$ cat src/rtl/sprite_rom_arbiter_if.sv
// Request/response and ROM-side signals for the two-port sprite ROM arbiter.
// slave = arbiter side, master = requester/ROM environment side.
interface sprite_rom_arbiter_if #(
  parameter int unsigned ADDR_W = 14,
  parameter int unsigned DATA_W = 12
) ();
  logic              fixed_prio;
  logic              req0_valid;
  logic [ADDR_W-1:0] req0_addr;
  logic              req0_ready;
  logic              resp0_valid;
  logic [DATA_W-1:0] resp0_data;
  logic              req1_valid;
  logic [ADDR_W-1:0] req1_addr;
  logic              req1_ready;
  logic              resp1_valid;
  logic [DATA_W-1:0] resp1_data;
  logic [ADDR_W-1:0] rom_addr;
  logic [DATA_W-1:0] rom_data;
  logic [15:0]       grant_cnt0;
  logic [15:0]       grant_cnt1;

  modport slave (
    input  fixed_prio, req0_valid, req0_addr, req1_valid, req1_addr, rom_data,
    output req0_ready, resp0_valid, resp0_data, req1_ready, resp1_valid, resp1_data,
           rom_addr, grant_cnt0, grant_cnt1
  );

  modport master (
    output fixed_prio, req0_valid, req0_addr, req1_valid, req1_addr, rom_data,
    input  req0_ready, resp0_valid, resp0_data, req1_ready, resp1_valid, resp1_data,
           rom_addr, grant_cnt0, grant_cnt1
  );
endinterface

$ cat src/rtl/sprite_rom_arbiter.sv
// Two-port arbiter for a shared synchronous-read sprite ROM: per-cycle grant,
// tag pipeline matched to ROM latency, response routing and grant counters.
module sprite_rom_arbiter #(
  parameter int unsigned ADDR_W  = 14,
  parameter int unsigned DATA_W  = 12,
  parameter int unsigned ROM_LAT = 1
) (
  input logic               clk,
  input logic               reset,
  sprite_rom_arbiter_if.slave bus
);

  logic              grant0, grant1, accept;
  logic              last_grant_q, last_grant_d;
  logic [ADDR_W-1:0] last_addr_q, addr_d;
  logic [ROM_LAT-1:0] tag_v_q, tag_p_q;
  logic [ROM_LAT:0]   tag_v_shift, tag_p_shift;
  logic              resp_v, resp_p;
  logic              resp0_valid_q, resp1_valid_q;
  logic [DATA_W-1:0] resp0_data_q, resp1_data_q;
  logic [15:0]       cnt0_q, cnt0_d, cnt1_q, cnt1_d;

  // last_grant_q = 1 means port 1 won last, so port 0 is next under contention
  always_comb begin
    grant0 = 1'b0;
    grant1 = 1'b0;
    if (bus.req0_valid && bus.req1_valid) begin
      if (bus.fixed_prio || last_grant_q) grant0 = 1'b1;
      else                                grant1 = 1'b1;
    end else begin
      grant0 = bus.req0_valid;
      grant1 = bus.req1_valid;
    end
  end

  assign accept = grant0 | grant1;

  always_comb begin
    addr_d       = last_addr_q;
    last_grant_d = last_grant_q;
    if (grant0) begin
      addr_d       = bus.req0_addr;
      last_grant_d = 1'b0;
    end else if (grant1) begin
      addr_d       = bus.req1_addr;
      last_grant_d = 1'b1;
    end
  end

  always_comb begin
    cnt0_d = cnt0_q;
    cnt1_d = cnt1_q;
    if (grant0 && cnt0_q != '1) cnt0_d = cnt0_q + 16'd1;
    if (grant1 && cnt1_q != '1) cnt1_d = cnt1_q + 16'd1;
  end

  // Shift via concatenation so ROM_LAT = 1 needs no special case
  assign tag_v_shift = {tag_v_q, accept};
  assign tag_p_shift = {tag_p_q, grant1};
  assign resp_v      = tag_v_q[ROM_LAT-1];
  assign resp_p      = tag_p_q[ROM_LAT-1];

  always_ff @(posedge clk or posedge reset) begin
    if (reset) begin
      last_grant_q  <= 1'b1;
      last_addr_q   <= '0;
      tag_v_q       <= '0;
      tag_p_q       <= '0;
      resp0_valid_q <= 1'b0;
      resp1_valid_q <= 1'b0;
      resp0_data_q  <= '0;
      resp1_data_q  <= '0;
      cnt0_q        <= '0;
      cnt1_q        <= '0;
    end else begin
      last_grant_q  <= last_grant_d;
      last_addr_q   <= addr_d;
      tag_v_q       <= tag_v_shift[ROM_LAT-1:0];
      tag_p_q       <= tag_p_shift[ROM_LAT-1:0];
      resp0_valid_q <= resp_v && !resp_p;
      resp1_valid_q <= resp_v && resp_p;
      if (resp_v && !resp_p) resp0_data_q <= bus.rom_data;
      if (resp_v && resp_p)  resp1_data_q <= bus.rom_data;
      cnt0_q        <= cnt0_d;
      cnt1_q        <= cnt1_d;
    end
  end

  assign bus.req0_ready  = grant0;
  assign bus.req1_ready  = grant1;
  assign bus.rom_addr    = addr_d;
  assign bus.resp0_valid = resp0_valid_q;
  assign bus.resp1_valid = resp1_valid_q;
  assign bus.resp0_data  = resp0_data_q;
  assign bus.resp1_data  = resp1_data_q;
  assign bus.grant_cnt0  = cnt0_q;
  assign bus.grant_cnt1  = cnt1_q;

endmodule

$ cat src/flat_wrapper.sv
// flat-port wrapper written by rule: the top's interface ports become plain ports
module sprite_rom_arbiter_flat 
#(
  parameter int unsigned ADDR_W  = 14,
  parameter int unsigned DATA_W  = 12,
  parameter int unsigned ROM_LAT = 1
)
  (clk, reset, bus_fixed_prio, bus_req0_valid, bus_req0_addr, bus_req1_valid, bus_req1_addr, bus_rom_data, bus_req0_ready, bus_resp0_valid, bus_resp0_data, bus_req1_ready, bus_resp1_valid, bus_resp1_data, bus_rom_addr, bus_grant_cnt0, bus_grant_cnt1);
  sprite_rom_arbiter_if #(.ADDR_W(ADDR_W), .DATA_W(DATA_W)) bus_i ();
  input logic clk;
  input logic reset;
  input wire logic [$bits(bus_i.fixed_prio)-1:0] bus_fixed_prio;
  input wire logic [$bits(bus_i.req0_valid)-1:0] bus_req0_valid;
  input wire logic [$bits(bus_i.req0_addr)-1:0] bus_req0_addr;
  input wire logic [$bits(bus_i.req1_valid)-1:0] bus_req1_valid;
  input wire logic [$bits(bus_i.req1_addr)-1:0] bus_req1_addr;
  input wire logic [$bits(bus_i.rom_data)-1:0] bus_rom_data;
  output wire logic [$bits(bus_i.req0_ready)-1:0] bus_req0_ready;
  output wire logic [$bits(bus_i.resp0_valid)-1:0] bus_resp0_valid;
  output wire logic [$bits(bus_i.resp0_data)-1:0] bus_resp0_data;
  output wire logic [$bits(bus_i.req1_ready)-1:0] bus_req1_ready;
  output wire logic [$bits(bus_i.resp1_valid)-1:0] bus_resp1_valid;
  output wire logic [$bits(bus_i.resp1_data)-1:0] bus_resp1_data;
  output wire logic [$bits(bus_i.rom_addr)-1:0] bus_rom_addr;
  output wire logic [$bits(bus_i.grant_cnt0)-1:0] bus_grant_cnt0;
  output wire logic [$bits(bus_i.grant_cnt1)-1:0] bus_grant_cnt1;
  assign bus_i.fixed_prio = bus_fixed_prio;
  assign bus_i.req0_valid = bus_req0_valid;
  assign bus_i.req0_addr = bus_req0_addr;
  assign bus_i.req1_valid = bus_req1_valid;
  assign bus_i.req1_addr = bus_req1_addr;
  assign bus_i.rom_data = bus_rom_data;
  assign bus_req0_ready = bus_i.req0_ready;
  assign bus_resp0_valid = bus_i.resp0_valid;
  assign bus_resp0_data = bus_i.resp0_data;
  assign bus_req1_ready = bus_i.req1_ready;
  assign bus_resp1_valid = bus_i.resp1_valid;
  assign bus_resp1_data = bus_i.resp1_data;
  assign bus_rom_addr = bus_i.rom_addr;
  assign bus_grant_cnt0 = bus_i.grant_cnt0;
  assign bus_grant_cnt1 = bus_i.grant_cnt1;
  sprite_rom_arbiter #(.ADDR_W(ADDR_W), .DATA_W(DATA_W), .ROM_LAT(ROM_LAT)) u_core (.clk(clk), .reset(reset), .bus(bus_i));
endmodule
$ cat config.mk
export PLATFORM = sky130hd
export DESIGN_NAME = sprite_rom_arbiter_flat
export DESIGN_NICKNAME = d
export VERILOG_FILES = /design/src/rtl/sprite_rom_arbiter_if.sv /design/src/rtl/sprite_rom_arbiter.sv /design/src/flat_wrapper.sv
export SDC_FILE = /design/constraint.sdc
export NUM_CORES = 1
export LEC_CHECK = 0
export ABC_AREA = 1
export ABC_CLOCK_PERIOD_IN_PS = 2400
export CAP_MARGIN = 20
export CELL_PAD_IN_SITES_DETAIL_PLACEMENT = 1
export CELL_PAD_IN_SITES_GLOBAL_PLACEMENT = 1
export CORE_MARGIN = 10
export CORE_UTILIZATION = 30
export DETAILED_ROUTE_END_ITERATION = 8
export GPL_TIMING_DRIVEN = 0
export PLACE_DENSITY_LB_ADDON = 0.05
export SYNTH_ARGS = -nofsm -noshare
export SYNTH_HDL_FRONTEND = slang
export SYNTH_SLANG_ARGS = --single-unit
$ cat constraint.sdc
create_clock -name clk -period 2.4 [get_ports clk]
set_input_delay 0.36 -clock clk [delete_from_list [all_inputs] [get_ports clk]]
set_output_delay 0.36 -clock clk [all_outputs]
set_load 0.02 [all_outputs]
==> flow_summary.html, run 1 <==
<table>
<tr><th>Metric</th><th>Value</th></tr>
<tr><th colspan="2">Status</th></tr>
<tr><td>Status</td><td>completed</td></tr>
<tr><th colspan="2">Power</th></tr>
<tr><td>LEAKAGE</td><td>2.538 nW</td></tr>
<tr><td>Power density of the placed cells</td><td>797.8 mW/mm^2</td></tr>
<tr><td>Max rail drop VDD</td><td>302.4 uV</td></tr>
<tr><th colspan="2">Yosys</th></tr>
<tr><td>Adder-cell share of the synthesized area</td><td>0.6530%</td></tr>
<tr><td>Syn_nets</td><td>535</td></tr>
<tr><td>Number of synthesis warnings</td><td>0</td></tr>
<tr><td>Avg Inst Size Synth</td><td>7.853 um^2</td></tr>
<tr><td>Main combinational cell family by area after synthesis</td><td>simple AND/OR/NAND/NOR gates</td></tr>
<tr><td>Share of synthesized area spent on multiplexers</td><td>0%</td></tr>
<tr><td>Share of synthesized area occupied by flip-flops and latches</td><td>between 40% and 50%</td></tr>
<tr><td>Cells after Synth</td><td>488</td></tr>
<tr><td>Xor-xnor portion of the synthesized cell area</td><td>2.057%</td></tr>
<tr><td>Number of synthesized flops with an enable pin</td><td>0</td></tr>
<tr><td>Register bit count reported by yosys</td><td>75</td></tr>
<tr><td>Area fraction in and, or, nand and nor cells after synthesis</td><td>30.59%</td></tr>
<tr><td>Compound-gate portion of the synthesized area</td><td>between 10% and 20%</td></tr>
<tr><td>Number of different library cells in the post-synthesis netlist</td><td>26</td></tr>
<tr><td>Share of synthesized registers carrying an async set or reset</td><td>100.0%</td></tr>
<tr><td>Main flop type after synthesis</td><td>sky130_fd_sc_hd__dfrtp_1</td></tr>
<tr><td>Mapped cell area</td><td>0.003832 mm^2</td></tr>
<tr><th colspan="2">STA</th></tr>
<tr><td>Hold Vio Cnt, Final</td><td>0</td></tr>
<tr><td>Hold WS</td><td>slightly below 300 ps</td></tr>
<tr><td>Post-route minimum period</td><td>2274 ps</td></tr>
<tr><td>Final setup viols</td><td>0</td></tr>
<tr><td>Rel. slew slack</td><td>66.25%</td></tr>
<tr><td>Max Clock Freq</td><td>roughly 0.44 GHz</td></tr>
<tr><td>Setup TNS</td><td>0 ps</td></tr>
<tr><td>Final clock period utilization by the worst path</td><td>94.74%</td></tr>
<tr><td>Max-slew violation count</td><td>0</td></tr>
<tr><td>Setup repair after global routing missed its margin</td><td>false</td></tr>
<tr><td>Slew at the pin closest to its max-slew limit</td><td>just over 500 ps</td></tr>
<tr><td>Final setup skew</td><td>5.948 ps</td></tr>
<tr><th colspan="2">Hold path</th></tr>
<tr><td>Min-delay worst type</td><td>in -&gt; async</td></tr>
<tr><th colspan="2">Setup path</th></tr>
<tr><td>Startpoint Class</td><td>input pin</td></tr>
<tr><td>Critical Setup Path Class</td><td>in -&gt; out</td></tr>
<tr><td>Length in cells of the worst reg-to-reg path</td><td>8</td></tr>
<tr><td>Required time worst endpoint</td><td>2040 ps</td></tr>
<tr><td>Worst setup EP type</td><td>output port</td></tr>
<tr><td>Crit-path max FO</td><td>10</td></tr>
<tr><td>CP Data Arrival Time</td><td>~1900 ps</td></tr>
<tr><th colspan="2">GRT</th></tr>
<tr><td>Total GRT Usage</td><td>14.35%</td></tr>
<tr><td>Total congestion overflow</td><td>0</td></tr>
<tr><td>Number of global-route vias before repair</td><td>about 4000</td></tr>
<tr><td>Pin count of the biggest net entering global routing</td><td>64</td></tr>
<tr><td>Initial antenna violation count</td><td>0</td></tr>
<tr><td>First-pass GRT wire length</td><td>~21000 um</td></tr>
<tr><th colspan="2">Cells and area</th></tr>
<tr><td>Most frequent standard cell in the layout excluding fill and tap cells</td><td>sky130_fd_sc_hd__nand2_1</td></tr>
<tr><td>Most frequent cells in the layout</td><td>169 x sky130_fd_sc_hd__nand2_1, 101 x sky130_fd_sc_hd__clkdlybuf4s50_1, 74 x sky130_fd_sc_hd__dfrtp_1</td></tr>
<tr><td>P&amp;R area growth vs syn</td><td>45.71%</td></tr>
<tr><td>Final Instance Count excl. Fillers</td><td>between 700 and 800</td></tr>
<tr><td>Final-stage net count</td><td>between 600 and 700</td></tr>
<tr><td>Antenna fix cells</td><td>0</td></tr>
<tr><td>Share of layout cells above drive strength 1</td><td>11.98%</td></tr>
<tr><td>Layout filler cell count</td><td>1565</td></tr>
<tr><th colspan="2">Place</th></tr>
<tr><td>HPWL after DPL</td><td>between 9000 and 10000 um</td></tr>
<tr><td>Port-buffer cells</td><td>118</td></tr>
<tr><td>Gp weighted congestion</td><td>0.7731</td></tr>
<tr><td>Inst Count DP</td><td>779</td></tr>
<tr><th colspan="2">Floorplan</th></tr>
<tr><td>Die area</td><td>0.01770 mm^2</td></tr>
<tr><td>Initial Utilization</td><td>between 30 and 40%</td></tr>
<tr><td>Vertical extent of the die</td><td>133.0 um</td></tr>
<tr><td>Core Box Area</td><td>0.01257 mm^2</td></tr>
<tr><td>I/O pin total</td><td>approximately 120</td></tr>
<tr><td>Width of the die</td><td>133.0 um</td></tr>
<tr><td>Number of rows in the core area</td><td>41</td></tr>
<tr><th colspan="2">Detailed routing</th></tr>
<tr><td>Average wire per cell in the routed design</td><td>about 15 um</td></tr>
<tr><td>Count of unresolved DRC violations after routing</td><td>0</td></tr>
<tr><td>Post-DR vias/cell</td><td>4.613</td></tr>
<tr><td>Via count</td><td>between 3000 and 4000</td></tr>
<tr><td>Detailed router's first-iteration violation count</td><td>206</td></tr>
<tr><td>First-pass detailed-route iteration total</td><td>4</td></tr>
<tr><td>Final Routed Wirelength</td><td>12300 um</td></tr>
<tr><td>Number of nets with antenna violations after routing</td><td>0</td></tr>
<tr><th colspan="2">Clocking</th></tr>
<tr><td>Cts-stage hold buffer count</td><td>0</td></tr>
<tr><td>CTS sink cnt</td><td>75</td></tr>
<tr><td>Clock buffer depth</td><td>2</td></tr>
<tr><td>Skew-Pair Late Insertion Delay</td><td>340 ps</td></tr>
<tr><td>Total clock buffers created by CTS</td><td>9</td></tr>
<tr><td>Root Driver</td><td>sky130_fd_sc_hd__clkbuf_16</td></tr>
<tr><td>CTS tree</td><td>done</td></tr>
<tr><td>Clock transition at the registers of the reported paths</td><td>60 ps</td></tr>
<tr><td>Maximum level of the CTS H-tree</td><td>3</td></tr>
<tr><th colspan="2">Flow run</th></tr>
<tr><td>Max-cap violations</td><td>0</td></tr>
</table>
==> path summary, 6_finish.rpt <==
kind / startpoint / endpoint / slack, ps
max reg2reg: u_core.bus.grant_cnt0[0] / u_core.bus.grant_cnt0[12] / 720
min in group clk: u_core.resp_p / u_core.bus.resp0_valid / 450
min: reset / u_core.bus.grant_cnt1[14] / 290
min reg2reg: u_core.resp_p / u_core.bus.resp0_valid / 450
max in group asynchronous: reset / u_core.last_grant_q / 1500
max: bus_fixed_prio / bus_rom_addr[8] / 130
==> final cells by class <==
cell class / count / area, um^2 / share of cell area (%)
repair buffers: 122 / 1214 / 21.73
clock buffers: 11 / 232.7 / 4.168
well taps: 172 / 215.2 / 3.854
clock inverters: 5 / 63.81 / 1.143
multi-input cells: 350 / 1700 / 30.45
inverters: 52 / 197.7 / 3.540
plain buffers: 11 / 82.58 / 1.479
flip-flops and latches: 75 / 1878 / 33.63
==> per-layer routing <==
layer  part of all wire, %  vias to the layer above  global-route usage [%]
met4                   1.2                        0                   4.034
met2                    47                       84                   23.66
met3                   8.5                       13                   6.170
met5                     0                        -                       0
met1                    43                     1777                   16.56
li1                      -                     1807                       -
==> worst max-delay path: stages <==
cell and delay (ps):
sky130_fd_sc_hd__clkdlybuf4s50_1 440, sky130_fd_sc_hd__nor2_4 180, sky130_fd_sc_hd__nor2_2 90, sky130_fd_sc_hd__nor2_8 130
sky130_fd_sc_hd__buf_4 180, sky130_fd_sc_hd__o21ai_1 80, sky130_fd_sc_hd__o21ai_1 160, sky130_fd_sc_hd__clkdlybuf4s15_2 290
==> cell families after synthesis <==
family | Yosys count
compound gates | 71
xor+xnor | 9
fa+ha+maj | 2
buf+inv | 63
flops | 75
simple gates | 268
==> synth_stat cells (2+ instances only) <==
cell type,count,area (um^2)
sky130_fd_sc_hd__nor2_8,3,60.06
sky130_fd_sc_hd__nor2_2,6,37.54
sky130_fd_sc_hd__inv_2,5,18.77
sky130_fd_sc_hd__buf_2,3,15.01
sky130_fd_sc_hd__clkbuf_1,4,15.01
sky130_fd_sc_hd__o21ai_2,11,96.34
sky130_fd_sc_hd__o21ai_1,20,100.1
sky130_fd_sc_hd__nand2_1,169,634.4
sky130_fd_sc_hd__nand3_1,17,85.08
sky130_fd_sc_hd__ha_1,2,25.02
sky130_fd_sc_hd__buf_6,3,33.78
sky130_fd_sc_hd__xor2_1,9,78.83
sky130_fd_sc_hd__dfrtp_1,74,1852
sky130_fd_sc_hd__nor2_1,48,180.2
sky130_fd_sc_hd__nand2_2,7,43.79
sky130_fd_sc_hd__inv_1,47,176.4
sky130_fd_sc_hd__nand4_1,13,81.33
sky130_fd_sc_hd__nand3_2,2,20.02
sky130_fd_sc_hd__o21ai_0,38,190.2
==> state kept, by name, indices dropped and copies added, names as in the netlist <==
name	count
u_core.bus.resp0_data	12
u_core.bus.grant_cnt0	16
u_core.resp_p	1
u_core.last_grant_q	1
u_core.bus.resp1_valid	1
u_core.bus.resp0_valid	1
u_core.bus.resp1_data	12
u_core.bus.grant_cnt1	16
u_core.resp_v	1
u_core.last_addr_q	14
==> timing repair <==
item	4_1_cts	5_1_grt
pin swaps	0	1
setup buffers	0	3
resized for setup	41	7
endpoints found under the setup margin	15	13
==> power by group <==
| group | switching [mW] | total, mW | internal [mW] |
|---|---|---|---|
| clock | 0.560 | 1.37 | 0.812 |
| combinational | 0.756 | 1.37 | 0.611 |
| sequential | 0.240 | 1.72 | 1.48 |
| total | 1.56 | 4.45 | 2.90 |
==> through the flow <==
stage               area, um^2  util (%)  power (mW)  worst slack, ps
floorplan                 3832         -       2.424            131.7
global placement          5229     41.60       3.099            -1460
detailed placement        5259     41.84       3.147           -412.5
CTS                       5583     44.42       4.543            1.487
global route              5584     44.43       4.757            12.23
finish                    5584     44.43       4.455            126.3
Power figures use the tool's default switching activity.
==> run 2: changes to the inputs <==
--- a/config.mk
+++ b/config.mk
@@ -14,7 +14,9 @@
 export CORE_UTILIZATION = 30
 export DETAILED_ROUTE_END_ITERATION = 8
 export GPL_TIMING_DRIVEN = 0
+export HOLD_SLACK_MARGIN = 0.15
 export PLACE_DENSITY_LB_ADDON = 0.05
+export SKIP_CTS_REPAIR_TIMING = 1
 export SYNTH_ARGS = -nofsm -noshare
 export SYNTH_HDL_FRONTEND = slang
 export SYNTH_SLANG_ARGS = --single-unit
==> flow_summary.html, run 2 (synthesis results as in run 1) <==
<table>
<tr><th>Metric</th><th>Value</th></tr>
<tr><th colspan="2">Detailed routing</th></tr>
<tr><td>First-pass detailed-route iteration total</td><td>4 (unchanged)</td></tr>
<tr><td>Detailed router's first-iteration violation count</td><td>212 (+2.9%)</td></tr>
<tr><td>Count of unresolved DRC violations after routing</td><td>0 (unchanged)</td></tr>
<tr><td>Average wire per cell in the routed design</td><td>15.43 um (+0.10%)</td></tr>
<tr><td>Number of nets with antenna violations after routing</td><td>0 (unchanged)</td></tr>
<tr><td>Post-DR vias/cell</td><td>4.604 (-0.20%)</td></tr>
<tr><td>Via count</td><td>3669 (-0.33%)</td></tr>
<tr><td>Final Routed Wirelength</td><td>12300 um (about the same)</td></tr>
<tr><th colspan="2">Power</th></tr>
<tr><td>Tot Pwr</td><td>4.448 mW (-0.15%)</td></tr>
<tr><td>Max rail drop VDD</td><td>300.0 uV (-0.78%)</td></tr>
<tr><td>LEAKAGE</td><td>2.564 nW (+1.0%)</td></tr>
<tr><td>Power density of the placed cells</td><td>800.7 mW/mm^2 (+0.37%)</td></tr>
<tr><th colspan="2">Setup path</th></tr>
<tr><td>Startpoint Class</td><td>input pin</td></tr>
<tr><td>RR Endpoint</td><td>u_core.bus.grant_cnt0[14]</td></tr>
<tr><td>Length in cells of the worst reg-to-reg path</td><td>9 (+1)</td></tr>
<tr><td>Register-to-Register Setup Slack</td><td>720 ps (about the same)</td></tr>
<tr><td>Crit-path max FO</td><td>10 (unchanged)</td></tr>
<tr><td>Required time worst endpoint</td><td>2040 ps (about the same)</td></tr>
<tr><td>CP Data Arrival Time</td><td>1900 ps (about the same)</td></tr>
<tr><td>Worst R2R Start</td><td>u_core.bus.grant_cnt0[0]</td></tr>
<tr><td>Critical Setup Path Class</td><td>in -&gt; out</td></tr>
<tr><td>Worst setup EP type</td><td>output port</td></tr>
<tr><th colspan="2">Clocking</th></tr>
<tr><td>CTS sink cnt</td><td>75 (unchanged)</td></tr>
<tr><td>Total clock buffers created by CTS</td><td>9 (unchanged)</td></tr>
<tr><td>Root Driver</td><td>sky130_fd_sc_hd__clkbuf_16</td></tr>
<tr><td>Clock transition at the registers of the reported paths</td><td>60 ps (about the same)</td></tr>
<tr><td>Skew-Pair Late Insertion Delay</td><td>340 ps (about the same)</td></tr>
<tr><td>Clock buffer depth</td><td>2 (unchanged)</td></tr>
<tr><td>CTS tree</td><td>done</td></tr>
<tr><td>Maximum level of the CTS H-tree</td><td>3 (unchanged)</td></tr>
<tr><th colspan="2">Floorplan</th></tr>
<tr><td>Core Box Area</td><td>0.01257 mm^2 (unchanged)</td></tr>
<tr><td>Die area</td><td>0.01770 mm^2 (unchanged)</td></tr>
<tr><td>Number of rows in the core area</td><td>41 (unchanged)</td></tr>
<tr><td>Vertical extent of the die</td><td>133.0 um (unchanged)</td></tr>
<tr><td>I/O pin total</td><td>119 (unchanged)</td></tr>
<tr><td>Initial Utilization</td><td>30.49% (unchanged)</td></tr>
<tr><td>Width of the die</td><td>133.0 um (unchanged)</td></tr>
<tr><th colspan="2">STA</th></tr>
<tr><td>Hold Vio Cnt, Final</td><td>0 (unchanged)</td></tr>
<tr><td>Final clock period utilization by the worst path</td><td>94.35% (-0.39 points)</td></tr>
<tr><td>Final setup skew</td><td>5.818 ps (-0.1291 ps)</td></tr>
<tr><td>Post-route minimum period</td><td>2264 ps (-9.278 ps)</td></tr>
<tr><td>Max Clock Freq</td><td>0.4416 GHz (+0.41%)</td></tr>
<tr><td>Slew at the pin closest to its max-slew limit</td><td>506.4 ps (+0.09215 ps)</td></tr>
<tr><td>Max-slew violation count</td><td>0 (unchanged)</td></tr>
<tr><td>Setup repair after global routing missed its margin</td><td>false</td></tr>
<tr><td>Setup TNS</td><td>0 ps (unchanged)</td></tr>
<tr><td>Rel. slew slack</td><td>66.24% (about the same)</td></tr>
<tr><td>Final setup viols</td><td>0 (unchanged)</td></tr>
<tr><th colspan="2">GRT</th></tr>
<tr><td>Pin count of the biggest net entering global routing</td><td>64 (unchanged)</td></tr>
<tr><td>First-pass GRT wire length</td><td>20710 um (-0.13%)</td></tr>
<tr><td>Total congestion overflow</td><td>0 (unchanged)</td></tr>
<tr><td>Number of global-route vias before repair</td><td>3986 (-0.075%)</td></tr>
<tr><td>Initial antenna violation count</td><td>0 (unchanged)</td></tr>
<tr><td>Total GRT Usage</td><td>14.33% (-0.016 points)</td></tr>
<tr><th colspan="2">Cells and area</th></tr>
<tr><td>Final-stage net count</td><td>667 (-0.15%)</td></tr>
<tr><td>Antenna fix cells</td><td>0 (unchanged)</td></tr>
<tr><td>Total non-filler cell area in the finished layout</td><td>0.005555 mm^2 (-0.52%)</td></tr>
<tr><td>Most frequent standard cell in the layout excluding fill and tap cells</td><td>sky130_fd_sc_hd__nand2_1</td></tr>
<tr><td>Share of layout cells above drive strength 1</td><td>11.84% (-0.14 points)</td></tr>
<tr><td>Final Instance Count excl. Fillers</td><td>797 (-0.13%)</td></tr>
<tr><td>Most frequent cells in the layout</td><td>169 x sky130_fd_sc_hd__nand2_1, 102 x sky130_fd_sc_hd__clkdlybuf4s50_1, 74 x sky130_fd_sc_hd__dfrtp_1</td></tr>
<tr><td>P&amp;R area growth vs syn</td><td>44.96%</td></tr>
<tr><th colspan="2">Place</th></tr>
<tr><td>Port-buffer cells</td><td>118 (unchanged)</td></tr>
<tr><td>Gp weighted congestion</td><td>0.7731 (unchanged)</td></tr>
<tr><td>Inst Count DP</td><td>779 (unchanged)</td></tr>
<tr><td>Total placed instance area</td><td>0.005259 mm^2 (unchanged)</td></tr>
<tr><td>HPWL after DPL</td><td>9337 um (unchanged)</td></tr>
<tr><th colspan="2">Flow run</th></tr>
<tr><td>Max-cap violations</td><td>0 (unchanged)</td></tr>
<tr><th colspan="2">Status</th></tr>
<tr><td>Status</td><td>completed</td></tr>
<tr><th colspan="2">Hold path</th></tr>
<tr><td>Min-delay worst type</td><td>in -&gt; async</td></tr>
</table>
==> run 2: cell types whose count changed in the layout (fill, tap and decap cells not counted), sizes merged <==
cell / delta
dlygate4sd2: -6
clkdlybuf4s50: +1
clkbuf: +12
buf: -7
clkdlybuf4s15: -6
dlymetal6s2s: +5
==> run 2: critical path: stages <==
cell                              delay, ps
sky130_fd_sc_hd__clkdlybuf4s50_1        440
sky130_fd_sc_hd__nor2_4                 180
sky130_fd_sc_hd__nor2_2                  90
sky130_fd_sc_hd__nor2_8                 180
sky130_fd_sc_hd__buf_4                  200
sky130_fd_sc_hd__o21ai_1                 80
sky130_fd_sc_hd__o21ai_1                160
sky130_fd_sc_hd__clkbuf_2               210
==> run 2: final cells by class <==
class	count	area, um^2
flip-flops and latches	75	1878
repair buffers	121	1189
clock buffers	11	232.7
clock inverters	5	63.81
fillers	1568	7013
plain buffers	11	78.83
inverters	52	197.7
multi-input cells	350	1700
well taps	172	215.2
==> run 2: how the worst max path moves through the flow <==
| stage | endpoint | start | slack [ps] | depth (start not counted) |
|---|---|---|---|---|
| after floorplan | u_core.bus.grant_cnt0[0] | reset | 130 | 1 |
| after global placement | u_core.bus.resp1_data[0] | reset | -1460 | 2 |
| after detailed placement | bus_rom_addr[5] | bus_req0_valid | -410 | 7 |
| after CTS | bus_rom_addr[4] | u_core.last_grant_q | -420 | 6 |
| after global routing | bus_rom_addr[7] | bus_req0_valid | 4 | 8 |
| final | bus_rom_addr[9] | bus_fixed_prio | 140 | 8 |
==> run 2: layer usage <==
| metal | GRT usage, % | part of all wire [%] | vias to the layer above |
|---|---|---|---|
| met5 | 0 | 0 | - |
| met4 | 4.034 | 1.1 | 0 |
| met3 | 6.170 | 8.4 | 13 |
| met2 | 23.57 | 47 | 81 |
| met1 | 16.58 | 43 | 1769 |
| li1 | - | - | 1806 |
==> run 2: power by group <==
group	internal, mW	switching (mW)	total (mW)	leakage [nW]
clock	0.812	0.560	1.37	0.140
sequential	1.48	0.240	1.72	0.941
combinational	0.605	0.756	1.36	1.48
total	2.89	1.56	4.45	2.56
==> run 2: stage by stage <==
step,util (%),setup WS [ps],hold slack (ps)
global route,44.20,3.644,292.1
CTS,44.20,-421.2,286.0
finish,44.20,135.6,291.1
global placement,41.60,-1460,427.4
detailed placement,41.84,-412.5,432.0
floorplan,-,131.7,412.2
